`src/rtl/snake_pkg.sv`:
```
// snake_pkg: shared game/collision codes, score FSM states and the 3x5 digit font
package snake_pkg;
    typedef enum logic [1:0] {IDLE = 2'b00, PLAY = 2'b01, GAME_OVER = 2'b11} game_state_t;
    typedef enum logic [1:0] {NO_COLLISION = 2'b00, COLLISION = 2'b01, APPLE_COLLECTED = 2'b10} collision_t;
    typedef enum logic [1:0] {S_IDLE, S_PLAY, S_OVER} score_state_t;
    localparam int FONT_W = 3;
    localparam int FONT_H = 5;
    // row-major glyphs: row 0 col 0 sits in bit 14, row 4 col 2 in bit 0
    localparam logic [0:9][14:0] FONT = {
        15'b111_101_101_101_111,
        15'b010_110_010_010_111,
        15'b111_001_111_100_111,
        15'b111_001_111_001_111,
        15'b101_101_111_001_001,
        15'b111_100_111_001_111,
        15'b111_100_111_101_111,
        15'b111_001_001_001_001,
        15'b111_101_111_101_111,
        15'b111_101_111_001_111
    };
endpackage

```
`src/rtl/score_keeper_if.sv`:
```
// score_keeper_if: game-side inputs and overlay/score outputs of the score keeper
interface score_keeper_if #(
    parameter int BIT    = 10,
    parameter int DIGITS = 3
);
    logic [1:0]          collision_state;
    logic [1:0]          game_state;
    logic [BIT-1:0]      x_pos;
    logic [BIT-1:0]      y_pos;
    logic                score_active;
    logic [2:0]          rgb;
    logic [4*DIGITS-1:0] score_bcd;
    logic [4*DIGITS-1:0] high_score_bcd;
    modport master (
        output collision_state, game_state, x_pos, y_pos,
        input  score_active, rgb, score_bcd, high_score_bcd
    );
    modport slave (
        input  collision_state, game_state, x_pos, y_pos,
        output score_active, rgb, score_bcd, high_score_bcd
    );
endinterface

```
`src/rtl/score_font_rom.sv`:
```
// score_font_rom: 3x5 digit glyph lookup; spacer column and non-digits are dark
module score_font_rom
    import snake_pkg::*;
(
    input  logic [3:0] digit,
    input  logic [2:0] row,
    input  logic [1:0] col,
    output logic       pixel
);
    logic [3:0] idx;
    assign idx   = 4'(int'(row) * FONT_W + int'(col));
    assign pixel = (digit <= 4'd9 && int'(row) < FONT_H && int'(col) < FONT_W) ? FONT[digit][4'd14 - idx] : 1'b0;
endmodule

```
`src/rtl/score_keeper.sv`:
```
// score_keeper: saturating BCD apple score with a frame-latched pixel-art overlay.
// Define HIGH_SCORE_EN to keep a high score and render it on a second line.
module score_keeper
    import snake_pkg::*;
#(
    parameter int         BIT         = 10,
    parameter int         DIGITS      = 3,
    parameter int         X_START     = 560,
    parameter int         Y_START     = 8,
    parameter int         SCALE_SHIFT = 2,
    parameter int         VRES        = 480,
    parameter logic [2:0] RGB_SCORE   = 3'b111,
    parameter logic [2:0] RGB_HIGH    = 3'b110
) (
    input logic           clk,
    input logic           reset,
    score_keeper_if.slave sk
);
    localparam int W = 4 * DIGITS;
    localparam int S = SCALE_SHIFT;
`ifdef HIGH_SCORE_EN
    localparam int LINES = 2;
`else
    localparam int LINES = 1;
`endif
    localparam logic [2:0] LINE_RGB [2] = '{RGB_SCORE, RGB_HIGH};

    score_state_t     state;
    logic             apple_d, apple_hit, all_nines;
    logic [W-1:0]     score, shadow, high, inc, next_score;
    logic [DIGITS:0]  carry;
    logic [W-1:0]     line_val [LINES];
    logic [LINES-1:0] line_on;

    assign apple_hit = sk.collision_state == APPLE_COLLECTED && !apple_d;
    assign carry[0]  = 1'b1;
    for (genvar d = 0; d < DIGITS; d++) begin : g_inc
        assign inc[4*d +: 4] = !carry[d] ? score[4*d +: 4] : score[4*d +: 4] == 4'd9 ? 4'd0 : score[4*d +: 4] + 4'd1;
        assign carry[d+1]    = carry[d] && score[4*d +: 4] == 4'd9;
    end
    assign all_nines  = carry[DIGITS];
    assign next_score = apple_hit && !all_nines ? inc : score;

    // the high-score compare sees next_score so a final apple on GAME_OVER still counts
    always_ff @(posedge clk) begin
        if (reset) begin
            state   <= S_IDLE;
            score   <= '0;
            shadow  <= '0;
            apple_d <= 1'b0;
`ifdef HIGH_SCORE_EN
            high    <= '0;
`endif
        end else begin
            apple_d <= sk.collision_state == APPLE_COLLECTED;
            if (sk.x_pos == '0 && sk.y_pos == BIT'(VRES)) shadow <= score;
            case (state)
                S_IDLE: if (sk.game_state == PLAY) begin
                    state <= S_PLAY;
                    score <= '0;
                end
                S_PLAY: begin
                    score <= next_score;
                    if (sk.game_state == GAME_OVER) begin
                        state <= S_OVER;
`ifdef HIGH_SCORE_EN
                        if (next_score > high) high <= next_score;
`endif
                    end else if (sk.game_state == IDLE) state <= S_IDLE;
                end
                S_OVER: if (sk.game_state == IDLE) state <= S_IDLE;
                default: state <= S_IDLE;
            endcase
        end
    end

`ifdef HIGH_SCORE_EN
    assign line_val[1] = high;
`else
    assign high = '0;
`endif
    assign line_val[0] = shadow;

    for (genvar l = 0; l < LINES; l++) begin : g_line
        int         dx, dy;
        logic [3:0] digit;
        logic       in_box, pixel;
        assign dx     = int'(sk.x_pos) - X_START;
        assign dy     = int'(sk.y_pos) - (Y_START + l * (6 << S));
        assign in_box = dx >= 0 && dx < DIGITS * (4 << S) && dy >= 0 && dy < (FONT_H << S);
        always_comb begin
            digit = '0;
            for (int i = 0; i < DIGITS; i++) if ((dx >> (S + 2)) == i) digit = line_val[l][W-4-4*i +: 4];
        end
        score_font_rom u_rom (.digit(digit), .row(3'(dy >> S)), .col(2'(dx >> S)), .pixel(pixel));
        assign line_on[l] = in_box && pixel;
    end

    assign sk.score_active   = |line_on;
    assign sk.score_bcd      = score;
    assign sk.high_score_bcd = high;
    always_comb begin
        sk.rgb = 3'b000;
        for (int i = 0; i < LINES; i++) if (line_on[i]) sk.rgb = LINE_RGB[i];
    end
endmodule
```
`src/flat_wrapper.sv`:
```
// flat-port wrapper written by rule: the top's interface ports become plain ports
module score_keeper_flat import snake_pkg::*;
#(
    parameter int         BIT         = 10,
    parameter int         DIGITS      = 3,
    parameter int         X_START     = 560,
    parameter int         Y_START     = 8,
    parameter int         SCALE_SHIFT = 2,
    parameter int         VRES        = 480,
    parameter logic [2:0] RGB_SCORE   = 3'b111,
    parameter logic [2:0] RGB_HIGH    = 3'b110
)
  (clk, reset, sk_collision_state, sk_game_state, sk_x_pos, sk_y_pos, sk_score_active, sk_rgb, sk_score_bcd, sk_high_score_bcd);
  score_keeper_if #(.BIT(BIT), .DIGITS(DIGITS)) sk_i ();
  input logic clk;
  input logic reset;
  input wire logic [$bits(sk_i.collision_state)-1:0] sk_collision_state;
  input wire logic [$bits(sk_i.game_state)-1:0] sk_game_state;
  input wire logic [$bits(sk_i.x_pos)-1:0] sk_x_pos;
  input wire logic [$bits(sk_i.y_pos)-1:0] sk_y_pos;
  output wire logic [$bits(sk_i.score_active)-1:0] sk_score_active;
  output wire logic [$bits(sk_i.rgb)-1:0] sk_rgb;
  output wire logic [$bits(sk_i.score_bcd)-1:0] sk_score_bcd;
  output wire logic [$bits(sk_i.high_score_bcd)-1:0] sk_high_score_bcd;
  assign sk_i.collision_state = sk_collision_state;
  assign sk_i.game_state = sk_game_state;
  assign sk_i.x_pos = sk_x_pos;
  assign sk_i.y_pos = sk_y_pos;
  assign sk_score_active = sk_i.score_active;
  assign sk_rgb = sk_i.rgb;
  assign sk_score_bcd = sk_i.score_bcd;
  assign sk_high_score_bcd = sk_i.high_score_bcd;
  score_keeper #(.BIT(BIT), .DIGITS(DIGITS), .X_START(X_START), .Y_START(Y_START), .SCALE_SHIFT(SCALE_SHIFT), .VRES(VRES), .RGB_SCORE(RGB_SCORE), .RGB_HIGH(RGB_HIGH)) u_core (.clk(clk), .reset(reset), .sk(sk_i));
endmodule
```
`config.mk`:
```
export PLATFORM = sky130hd
export DESIGN_NAME = score_keeper_flat
export DESIGN_NICKNAME = d
export VERILOG_FILES = /design/src/rtl/snake_pkg.sv /design/src/rtl/score_keeper_if.sv /design/src/rtl/score_font_rom.sv /design/src/rtl/score_keeper.sv /design/src/flat_wrapper.sv
export SDC_FILE = /design/constraint.sdc
export NUM_CORES = 1
export LEC_CHECK = 0
export CORE_MARGIN = 2
export CORE_UTILIZATION = 30
export CTS_CLUSTER_SIZE = 10
export DETAILED_ROUTE_END_ITERATION = 7
export GPL_TIMING_DRIVEN = 0
export SYNTH_ARGS = -nofsm -noshare
export SYNTH_HDL_FRONTEND = slang
export SYNTH_SLANG_ARGS = --single-unit
```
`constraint.sdc`:
```
create_clock -name clk -period 4.7 [get_ports clk]
set_input_delay 0.705 -clock clk [delete_from_list [all_inputs] [get_ports clk]]
set_output_delay 0.705 -clock clk [all_outputs]
set_load 0.03 [all_outputs]
```
==> results.md <==
* Run status: finished clean
* Pwr dens at 206 nW/µm²
* Number of diodes at 0
* # hold bufs at CTS at 0
* Syn Inst Count at 245
* Initial Utilization at 0.310
* Warnings, synthesis at 0
* TritonCTS buffer count at 3
* Leak Pwr at 1.09 nW
* Via Count at 1,862
* Max-capacitance violation count at 0
* Tot GR Track Use at 0.119
* DRT antenna net count at 0
* Synth async-reset ratio at 0
* Seq cells post-synth at 27
* Largest fanout on the critical path at 6
* Die height at 87.8 µm
* Max incr delay on CP at 0.49 ns
* Post-DP Area at 2670 µm²
* Final period util at 0.937
* Final count of hold timing violations at 0
* Overflow after GRT at 0
* Synth cell count leaders: nor2_1 (28), dfxtp_1 (27), ha_1 (17)
* Worst rel slew slack at 0.602
* EDFF count, synth at 0
* Port Buffer Count at 40
* Register clock-pin slew on the reported worst setup and hold paths at 0.09 ns
* RSZ-0062 raised after global routing: no
* First-pass GRT wire length at 7420 µm
* Share of the synthesized area in the top cell type at 0.256
* Synth top area cells: dfxtp_1 (26%), ha_1 (10%), mux2i_1 (7.1%), buf_4 (5.7%), nor2_1 (5.0%)
* DRT Pass-1 Iters at 4
* Cell taking the most area after synthesis: dfxtp_1
* Place WS at -0.621 ns
* DRT iter0 DRCs at 51
* Mean Syn Cell Area at 8.61 µm²
* Endpoints failing setup at 0
* Critical Path AT at 3.70 ns
* Nets at 348
* CP top delay family: compound AO/OA/AOI/OAI gates
* Synth unique cells at 54
* Startpoint types: input port
* # IOs at 54
* Chip width at 87.8 µm
* Fmax at 227 MHz
* Total negative setup slack at 0 ns
* Initial antenna violation count at 0
* Cell Chain, Critical Path: clkdlybuf4s50_1 > nand2b_1 > a2bb2oi_1 > nand2b_1 > inv_1 > ha_1 > nor2_1 > a21oi_1 > a22o_1 > a221o_1 > a221oi_4 > buf_4 > clkbuf_4
* Post-route setup slack at 0.296 ns
* CP Class: in2out
* Post-layout min period at 4.40 ns
* Placer congestion estimate at 0.886
* Final HPWL DP at 3710 µm
* Std-Cell Rows at 30
* Critical Path RT at 3.99 ns
* H-tree depth at 1
* Hold Path Class: reg2reg
* Core area at 6790 µm²
* Max Clock Skew at 0.00518 ns
* Largest net degree at the start of global routing at 16
* Cell repeated most along the worst path: nand2b_1
* Post-Route WL at 4690 µm
* Vias per cell at 4.68
* Most frequent cell after synthesis: nor2_1
* Vias in the first global route at 1,609
* Clk Latency, worst-skew pair at 0.27 ns
* Critical Path Slowest Stage Cell: clkdlybuf4s50_1
* Layout area overhead at 30.1%
* Max rail drop VDD at 0.120 mV
* Slew Limit Fails at 0
* Clock sink count at 27
* Mapped cell area at 2110 µm²
* Final Cell Area at 2740 µm²
* Layout cells sized above 1 at 0.132
* Worst path bufs/invs at 4
* Worst-Margin Slew at 0.590 ns
* Clock root cell: clkbuf_8
* Die ar. at 7710 µm²
* Main synth FF type: dfxtp_1
* Seq/Total Area, Yosys at 0.256
* CTS tree: yes
* Drc violations at 0
* Clk buf depth at 2
* Detailed-route wire length per cell at 11.8 µm
* CP endpoint kind: output port
-- area by class of cell --
cell class,count,area (µm²)
Clock buffer,3,41.3
Clock inverter,1,5.00
Multi-Input combinational cell,189,1400
Fill cell,692,4050
Inverter,16,60.1
Buffer,24,166
Timing Repair Buffer,42,407
Sequential cell,27,541
Tap cell,96,120
-- worst register-to-register path, cell delays in order, from the launching register on --
cell and delay (ns):
dfxtp_1 0.46, ha_1 0.19, nand3b_1 0.13, nor4_1 0.28, o31ai_1 0.12, buf_2 0.19, and2_1 0.20, or2_1 0.28
a211oi_1 0.21
-- where the power goes --
part           leakage, nW  switching, W  internal, W  total (W)
Combinational        0.842      0.000106    0.0000893   0.000195
Clock               0.0255     0.0000701    0.0000593   0.000129
Sequential           0.219    0.00000782     0.000234   0.000241
-- sequential cells by signal, summed over array words and instances (netlist names) --
| name | cells |
|---|---|
| u_core.line_val | 12 |
| u_core.apple_d | 1 |
| u_core.sk.score_bcd | 12 |
| u_core.state | 2 |
-- repair_timing --
action / in CTS / in global routing
buffers inserted: 1 / 1
endpoints found under the hold margin: 0 / 0
cloned: 0 / 0
pin swaps: 2 / 5
setup endpoints to repair: 4 / 4
resized for setup: 15 / 14
-- cell families after synthesis --
group	share of synthesized area
AOI/OAI and AO/OA	0.157
adders and majority gates	0.120
DFF	0.256
buffers and inverters	0.107
muxes	0.0777
and+or+nand+nor	0.230
other	0.00178
xor gates and xnor gates	0.0499
-- routing by layer --
| layer | track usage | wire [µm] | vias up |
|---|---|---|---|
| li1 | - | - | 955 |
| met1 | 0.155 | 2150 | 854 |
| met5 | 0 | 0 | - |
| met2 | 0.211 | 2310 | 51 |
| met3 | 0.0113 | 207 | 2 |
| met4 | 0.0294 | 23 | 0 |
-- stage by stage --
| stage | cells | power, W | hold WS (ns) | utilization |
|---|---|---|---|---|
| CTS | 397 | 0.000563 | 0.481 | 0.402 |
| global route | 398 | 0.000599 | 0.498 | 0.404 |
| global placement | 392 | 0.000424 | 0.456 | 0.393 |
| floorplan | 256 | 0.000371 | 0.439 | - |
| detailed placement | 392 | 0.000425 | 0.472 | 0.393 |
| finish | 398 | 0.000566 | 0.484 | 0.404 |
-- path summary, 6_finish.rpt --
kind	start	end	slack, ns	depth (start not counted)
hold / removal	u_core.state[1]	u_core.state[0]	0.48	1
hold reg to reg	u_core.state[1]	u_core.state[0]	0.48	1
setup / recovery	sk_x_pos[5]	sk_rgb[0]	0.30	13
setup reg to reg	u_core.sk.score_bcd[0]	u_core.sk.score_bcd[5]	2.56	8
-- cells in the final DEF (no fill, tap or decap), types with 3 or more instances in the layout --
cell type / Yosys / routed
a211oi_1: 6 / 6
a21oi_1: 6 / 6
and2_1: 4 / 4
buf_4: 16 / 19
clkbuf_1: 5 / 5
clkbuf_8: 0 / 3
clkdlybuf4s50_1: 0 / 33
conb_1: 1 / 12
dfxtp_1: 27 / 27
ha_1: 17 / 17
inv_1: 16 / 15
mux2i_1: 15 / 15
nand2_1: 6 / 6
nand2b_1: 7 / 6
nand3_1: 7 / 7
nand3b_1: 6 / 6
nand4_1: 3 / 3
nor2_1: 28 / 28
nor3_1: 8 / 8
nor4_1: 6 / 6
o21ai_0: 5 / 5
xnor2_1: 4 / 4
xor2_1: 8 / 8
No activity file was read; power rests on OpenSTA's default activity.
